`src/rtl/bc_input_ctrl.sv`:
```
// Base-converter input front end: synchronizes the switches and keys, debounces them, and produces B_out and op.
// Optional BC_INPUT_AUTOLOAD_EN also reloads B_out once sw has been stable and different from it for DEBOUNCE_CYCLES.

module bc_key_fsm #(
  parameter int unsigned DEBOUNCE_CYCLES = 4,
  parameter int unsigned CNT_W           = 2
) (
  input  logic clk,
  input  logic rst_n,
  input  logic key_s,
  output logic press
);
  typedef enum logic [1:0] {RELEASED, PRESS_WAIT, PRESSED, RELEASE_WAIT} key_state_e;

  localparam logic [CNT_W-1:0] CNT_LAST = CNT_W'(DEBOUNCE_CYCLES - 1);

  key_state_e       state_q, state_d;
  logic [CNT_W-1:0] cnt_q, cnt_d;

  always_ff @(posedge clk or negedge rst_n) begin
    if (!rst_n) begin
      state_q <= RELEASED;
      cnt_q   <= '0;
    end else begin
      state_q <= state_d;
      cnt_q   <= cnt_d;
    end
  end

  always_comb begin
    state_d = state_q;
    cnt_d   = cnt_q;
    case (state_q)
      RELEASED: begin
        if (!key_s) begin
          state_d = PRESS_WAIT;
          cnt_d   = '0;
        end
      end
      PRESS_WAIT: begin
        if (key_s)                  state_d = RELEASED;
        else if (cnt_q == CNT_LAST) state_d = PRESSED;
        else                        cnt_d   = cnt_q + 1'b1;
      end
      PRESSED: begin
        if (key_s) begin
          state_d = RELEASE_WAIT;
          cnt_d   = '0;
        end
      end
      RELEASE_WAIT: begin
        if (!key_s)                 state_d = PRESSED;
        else if (cnt_q == CNT_LAST) state_d = RELEASED;
        else                        cnt_d   = cnt_q + 1'b1;
      end
      default: state_d = RELEASED;
    endcase
  end

  // Combinational hit; the parent registers it so strobe and data update share an edge.
  always_comb begin
    press = (state_q == PRESS_WAIT) && !key_s && (cnt_q == CNT_LAST);
  end
endmodule

module bc_input_ctrl #(
  parameter int unsigned N               = 10,
  parameter int unsigned DEBOUNCE_CYCLES = 500000
) (
  input  logic         clk,
  input  logic         rst_n,
  input  logic [N-1:0] sw,
  input  logic         key_load_n,
  input  logic         key_mode_n,
  output logic [N-1:0] B_out,
  output logic [1:0]   op,
  output logic         load_pulse,
  output logic         mode_pulse
);
  localparam int unsigned CNT_W = $clog2(DEBOUNCE_CYCLES);

  logic         kl_meta_q, kl_meta_d, kl_sync_q, kl_sync_d;
  logic         km_meta_q, km_meta_d, km_sync_q, km_sync_d;
  logic [N-1:0] sw_meta_q, sw_meta_d, sw_sync_q, sw_sync_d;
  logic [N-1:0] b_out_q, b_out_d;
  logic [1:0]   op_q, op_d;
  logic         load_pulse_q, load_pulse_d;
  logic         mode_pulse_q, mode_pulse_d;
  logic         load_press, mode_press, load_fire;

  bc_key_fsm #(.DEBOUNCE_CYCLES(DEBOUNCE_CYCLES), .CNT_W(CNT_W)) u_load_fsm (
    .clk(clk), .rst_n(rst_n), .key_s(kl_sync_q), .press(load_press)
  );

  bc_key_fsm #(.DEBOUNCE_CYCLES(DEBOUNCE_CYCLES), .CNT_W(CNT_W)) u_mode_fsm (
    .clk(clk), .rst_n(rst_n), .key_s(km_sync_q), .press(mode_press)
  );

`ifdef BC_INPUT_AUTOLOAD_EN
  localparam logic [CNT_W-1:0] AUTO_LAST = CNT_W'(DEBOUNCE_CYCLES - 1);

  logic [CNT_W-1:0] auto_cnt_q, auto_cnt_d;
  logic [N-1:0]     sw_prev_q, sw_prev_d;
  logic             auto_run, auto_hit;

  always_comb begin
    auto_run  = (sw_sync_q != b_out_q) && (sw_sync_q == sw_prev_q);
    auto_hit  = auto_run && (auto_cnt_q == AUTO_LAST);
    load_fire = load_press | auto_hit;
    // A key load also satisfies the pending auto-load, so both collapse into one pulse.
    auto_cnt_d = (!auto_run || load_fire) ? '0 : auto_cnt_q + 1'b1;
    sw_prev_d  = sw_sync_q;
  end

  always_ff @(posedge clk or negedge rst_n) begin
    if (!rst_n) begin
      auto_cnt_q <= '0;
      sw_prev_q  <= '0;
    end else begin
      auto_cnt_q <= auto_cnt_d;
      sw_prev_q  <= sw_prev_d;
    end
  end
`else
  always_comb begin
    load_fire = load_press;
  end
`endif

  always_comb begin
    kl_meta_d    = key_load_n;
    kl_sync_d    = kl_meta_q;
    km_meta_d    = key_mode_n;
    km_sync_d    = km_meta_q;
    sw_meta_d    = sw;
    sw_sync_d    = sw_meta_q;
    b_out_d      = b_out_q;
    op_d         = op_q;
    load_pulse_d = load_fire;
    mode_pulse_d = mode_press;
    if (load_fire)  b_out_d = sw_sync_q;
    if (mode_press) op_d    = op_q + 2'd1;
  end

  always_ff @(posedge clk or negedge rst_n) begin
    if (!rst_n) begin
      kl_meta_q    <= 1'b1;
      kl_sync_q    <= 1'b1;
      km_meta_q    <= 1'b1;
      km_sync_q    <= 1'b1;
      sw_meta_q    <= '0;
      sw_sync_q    <= '0;
      b_out_q      <= '0;
      op_q         <= 2'b00;
      load_pulse_q <= 1'b0;
      mode_pulse_q <= 1'b0;
    end else begin
      kl_meta_q    <= kl_meta_d;
      kl_sync_q    <= kl_sync_d;
      km_meta_q    <= km_meta_d;
      km_sync_q    <= km_sync_d;
      sw_meta_q    <= sw_meta_d;
      sw_sync_q    <= sw_sync_d;
      b_out_q      <= b_out_d;
      op_q         <= op_d;
      load_pulse_q <= load_pulse_d;
      mode_pulse_q <= mode_pulse_d;
    end
  end

  always_comb begin
    B_out      = b_out_q;
    op         = op_q;
    load_pulse = load_pulse_q;
    mode_pulse = mode_pulse_q;
  end
endmodule
```
`config.mk`:
```
export PLATFORM = sky130hd
export DESIGN_NAME = bc_input_ctrl
export DESIGN_NICKNAME = d
export VERILOG_FILES = /design/src/rtl/bc_input_ctrl.sv
export SDC_FILE = /design/constraint.sdc
export NUM_CORES = 1
export LEC_CHECK = 0
export ABC_AREA = 0
export BUFFER_PORTS_ARGS = -buffer_cell sky130_fd_sc_hd__buf_4
export CORE_MARGIN = 2
export CORE_UTILIZATION = 41
export DETAILED_ROUTE_END_ITERATION = 10
export HOLD_SLACK_MARGIN = 0.1
export SLEW_MARGIN = 20
export SYNTH_ARGS = -nofsm -noshare
export SYNTH_HDL_FRONTEND = slang
export SYNTH_SLANG_ARGS = --single-unit
```
`constraint.sdc`:
```
create_clock -name clk -period 2.6 [get_ports clk]
set_clock_uncertainty 0.15 [all_clocks]
set_input_delay 0.26 -clock clk [delete_from_list [all_inputs] [get_ports clk]]
set_output_delay 0.26 -clock clk [all_outputs]
set_load 0.005 [all_outputs]
```
==> metrics.cfg <==
[run_status]
status = completed

[sta]
tns_ns = 0
fin_crit_sh = 0.862
slew_violations = 0
setup_viol = 0
finalWorstSetupSlack_ns = 0.360
timing.slew.headroom = 0.528
fmax_mhz = 446
hold_viol_final = 0
tightest_slew_ns = 0.707
period_minus_slack_ns = 2.24
rsz0062_at_grt = false

[synth]
syn_nets = 322
synth_edf_count = 0
syn_area_um2 = 3650
ys_types = 60
ys_ff_latch = 80
synthCells = 306
synth_flop_cell = dfrtp_1
seq_area_frac_synth = 0.550
syn_avg_cell_area_um2 = 11.9
ys_warn_count = 0
async_reset_ff_frac = 1.00

[global_route]
track_usage = 0.152
first_global_vias = 2410
grt_pass1_wl_mm = 11.8
grt-ovfl-total = 0
antenna_found_initial = 0
grt_max_degree = 81

[placement]
dp_hpwl_mm = 4.27
port-buffer-count = 27
placed_cell_area_um2 = 3980
place_congestion = 0.810
place_ws_ns = 0.379
post-place-cells = 439

[setup_path]
crit_chain = ha_1, and3_1, nand2_1, nor2_2, mux2_2, a22o_1
reg2reg_setup_slack_ns = 0.36
cp.arrival_ns = 2.34
r2r-end = u_mode_fsm.cnt_q[0]
crit_cells = 6
crit_family = simple AND/OR/NAND/NOR gates
regToRegStartpoint = u_mode_fsm.cnt_q[0]
end_kind = register
critPathBufInv = 0
critPathMaxFanout = 11
cp-start-kind = register
cp-endpoint = u_mode_fsm.cnt_q[0]
cp-startpoint = u_mode_fsm.cnt_q[0]
critPathRequiredTime_ns = 2.70
reg2reg_depth = 6
cp_slowest_cell = dfrtp_1
path_class = reg2reg
critPathMaxStageDelay_ns = 0.44

[power_and_ir_drop]
p_per_area_nw_per_um2 = 598
leakagePower_uw = 0.00197
vdd_ir_drop_max_mv = 0.271

[layout]
multi_input_area_um2 = 1560
fin_nets = 371
n_fill_cell = 777
seq_area_um2 = 2010
final_area_um2 = 4370
finalNonFillerCells = 468
n_antenna_cell = 0
areaGrowthSynthToFinish_pct = 19.7
layout-drive-gt1-share = 0.236

[floorplan]
initial_core_util = 0.421
die-area_um2 = 9670
design.portCount = 28
core_um2 = 8680
num_rows = 34
die_width_um = 98.4
dieHeight_um = 98.4

[clocking]
post-cts-setup-buffers = 0
cts.repair.resized = 0
cts_hold_buf = 13
cts_root_buf = clkbuf_8
cts_made_buffers = 9
cts.clk_slew.worst_paths_ns = 0.09
clock_latency_ns = 0.35
clk_path_buf_depth = 2
htree_levels = 3
cts_tree = done
clock-sinks = 80

[drt]
wire_per_inst_um = 14.5
firstDrtPassIters = 5
initialDrtViolationCount = 97
drtAntennaViolNets = 0
post_drt_via_cell_ratio = 5.29
drc = 0
dr_total_vias = 2475
wirelength_mm = 6.79

[worst_hold_path]
hp-class = reg2reg
min_path_cells = 0

[run]
drv_cap = 0

layout by cell type, fill, tap and decap left out, types with 2 or more instances in the layout:
master	n
nor4b_1	2
nand4_1	14
inv_1	9
o21ai_0	10
a22o_1	9
a21oi_1	7
o31ai_1	2
dlygate4sd3_1	13
clkbuf_8	10
mux2i_1	6
or4_1	2
xnor2_1	12
mux2_4	10
bufinv_16	3
nor2_1	25
nand2_1	24
buf_4	32
ha_1	2
nand3b_1	4
nor4_1	5
and3_1	6
o221ai_1	2
nand3_1	11
xor2_1	9
dfstp_2	4
nor3_1	8
a21o_1	2
dfrtp_1	76
nor4b_4	2
nor3b_1	3
mux2_2	3
power by group:
| part | total [uW] | leakage, uW | switching [uW] | internal [uW] |
|---|---|---|---|---|
| logic | 135 | 0.000802 | 70.1 | 65.4 |
| registers | 1330 | 0.00105 | 42.4 | 1290 |
| clock network | 1150 | 0.000123 | 478 | 669 |
sequential cells by signal, summed over array words and instances (netlist names), 2 cells and up, named ones only:
name	cells
u_mode_fsm.cnt_q	19
op	2
sw_sync_q	10
sw_meta_q	10
u_load_fsm.cnt_q	19
B_out	10
worst reg2reg max path, delay by kind of cell (launching register included):
family | cells | cell delay [ns]
flops | 1 | 0.44
compound gates | 1 | 0.17
simple gates | 3 | 0.75
mux | 1 | 0.39
fa+ha+maj | 1 | 0.24
metal layers:
metal,vias to the layer above,part of all wire,track usage
met5,-,0,0
met4,0,0.013,0.0506
met3,9,0.035,0.0365
met2,45,0.47,0.240
met1,1215,0.48,0.209
li1,1206,-,-
logic make-up (layout without fill, tap and decap cells):
| logic type | Yosys count | after routing | share of synthesized area |
|---|---|---|---|
| and+or+nand+nor | 126 | 126 | 0.219 |
| xor gates and xnor gates | 22 | 22 | 0.0549 |
| buffers and inverters | 17 | 71 | 0.0230 |
| adders and majority gates | 2 | 2 | 0.00686 |
| DFF | 80 | 80 | 0.550 |
| AOI/OAI and AO/OA | 40 | 40 | 0.0799 |
| muxes | 19 | 19 | 0.0668 |
layout make-up:
type / count / share of cell area
tap: 108 / 0.0309
inverter: 9 / 0.00773
multi-input combinational: 209 / 0.357
clock buffer: 10 / 0.0315
clock inverter: 6 / 0.0263
timing repair buffer: 46 / 0.0873
sequential: 80 / 0.459
worst min-delay path by stage:
stage            startpoint            to  slack (ns)
4_1_cts        sw_meta_q[9]  sw_sync_q[9]        0.21
6_report       sw_meta_q[7]  sw_sync_q[7]        0.20
2_1_floorplan         rst_n      B_out[0]       -0.19
5_1_grt        sw_meta_q[7]  sw_sync_q[7]        0.21
3_5_place_dp   sw_meta_q[8]  sw_sync_q[8]        0.19
3_3_place_gp   sw_meta_q[8]  sw_sync_q[8]        0.18
cell usage after synthesis, types with 2 or more instances:
cell type   n  area share
a21o_1      2      0.0041
nor3_1      8       0.011
o31ai_1     2      0.0041
nor4_1      5      0.0086
nor2_1     25       0.026
mux2_4     10       0.041
dfrtp_1    76        0.52
nor4b_1     2      0.0048
inv_1       9      0.0093
dfstp_2     4       0.029
or4_1       2      0.0041
o221ai_1    2      0.0048
a22o_1      9       0.022
clkbuf_1    3      0.0031
a21oi_1     7      0.0096
mux2i_1     6       0.016
ha_1        2      0.0069
nor4b_4     2       0.013
and3_1      6       0.010
nand3b_1    4      0.0082
nand3_1    11       0.015
mux2_2      3      0.0093
buf_4       3      0.0062
nand4_1    14       0.024
xnor2_1    12       0.029
nand2_1    24       0.025
o21ai_0    10       0.014
xor2_1      9       0.022
nor3b_1     3      0.0062
metrics by stage:
| stage | util | total power [uW] | hold slack, ns |
|---|---|---|---|
| finish | 0.503 | 2610 | 0.200 |
| global route | 0.503 | 2720 | 0.211 |
| CTS | 0.503 | 2640 | 0.205 |
| detailed placement | 0.459 | 1470 | 0.186 |
| global placement | 0.459 | 1470 | 0.183 |
| floorplan | - | 1410 | -0.186 |
Power figures use the tool's default switching activity.
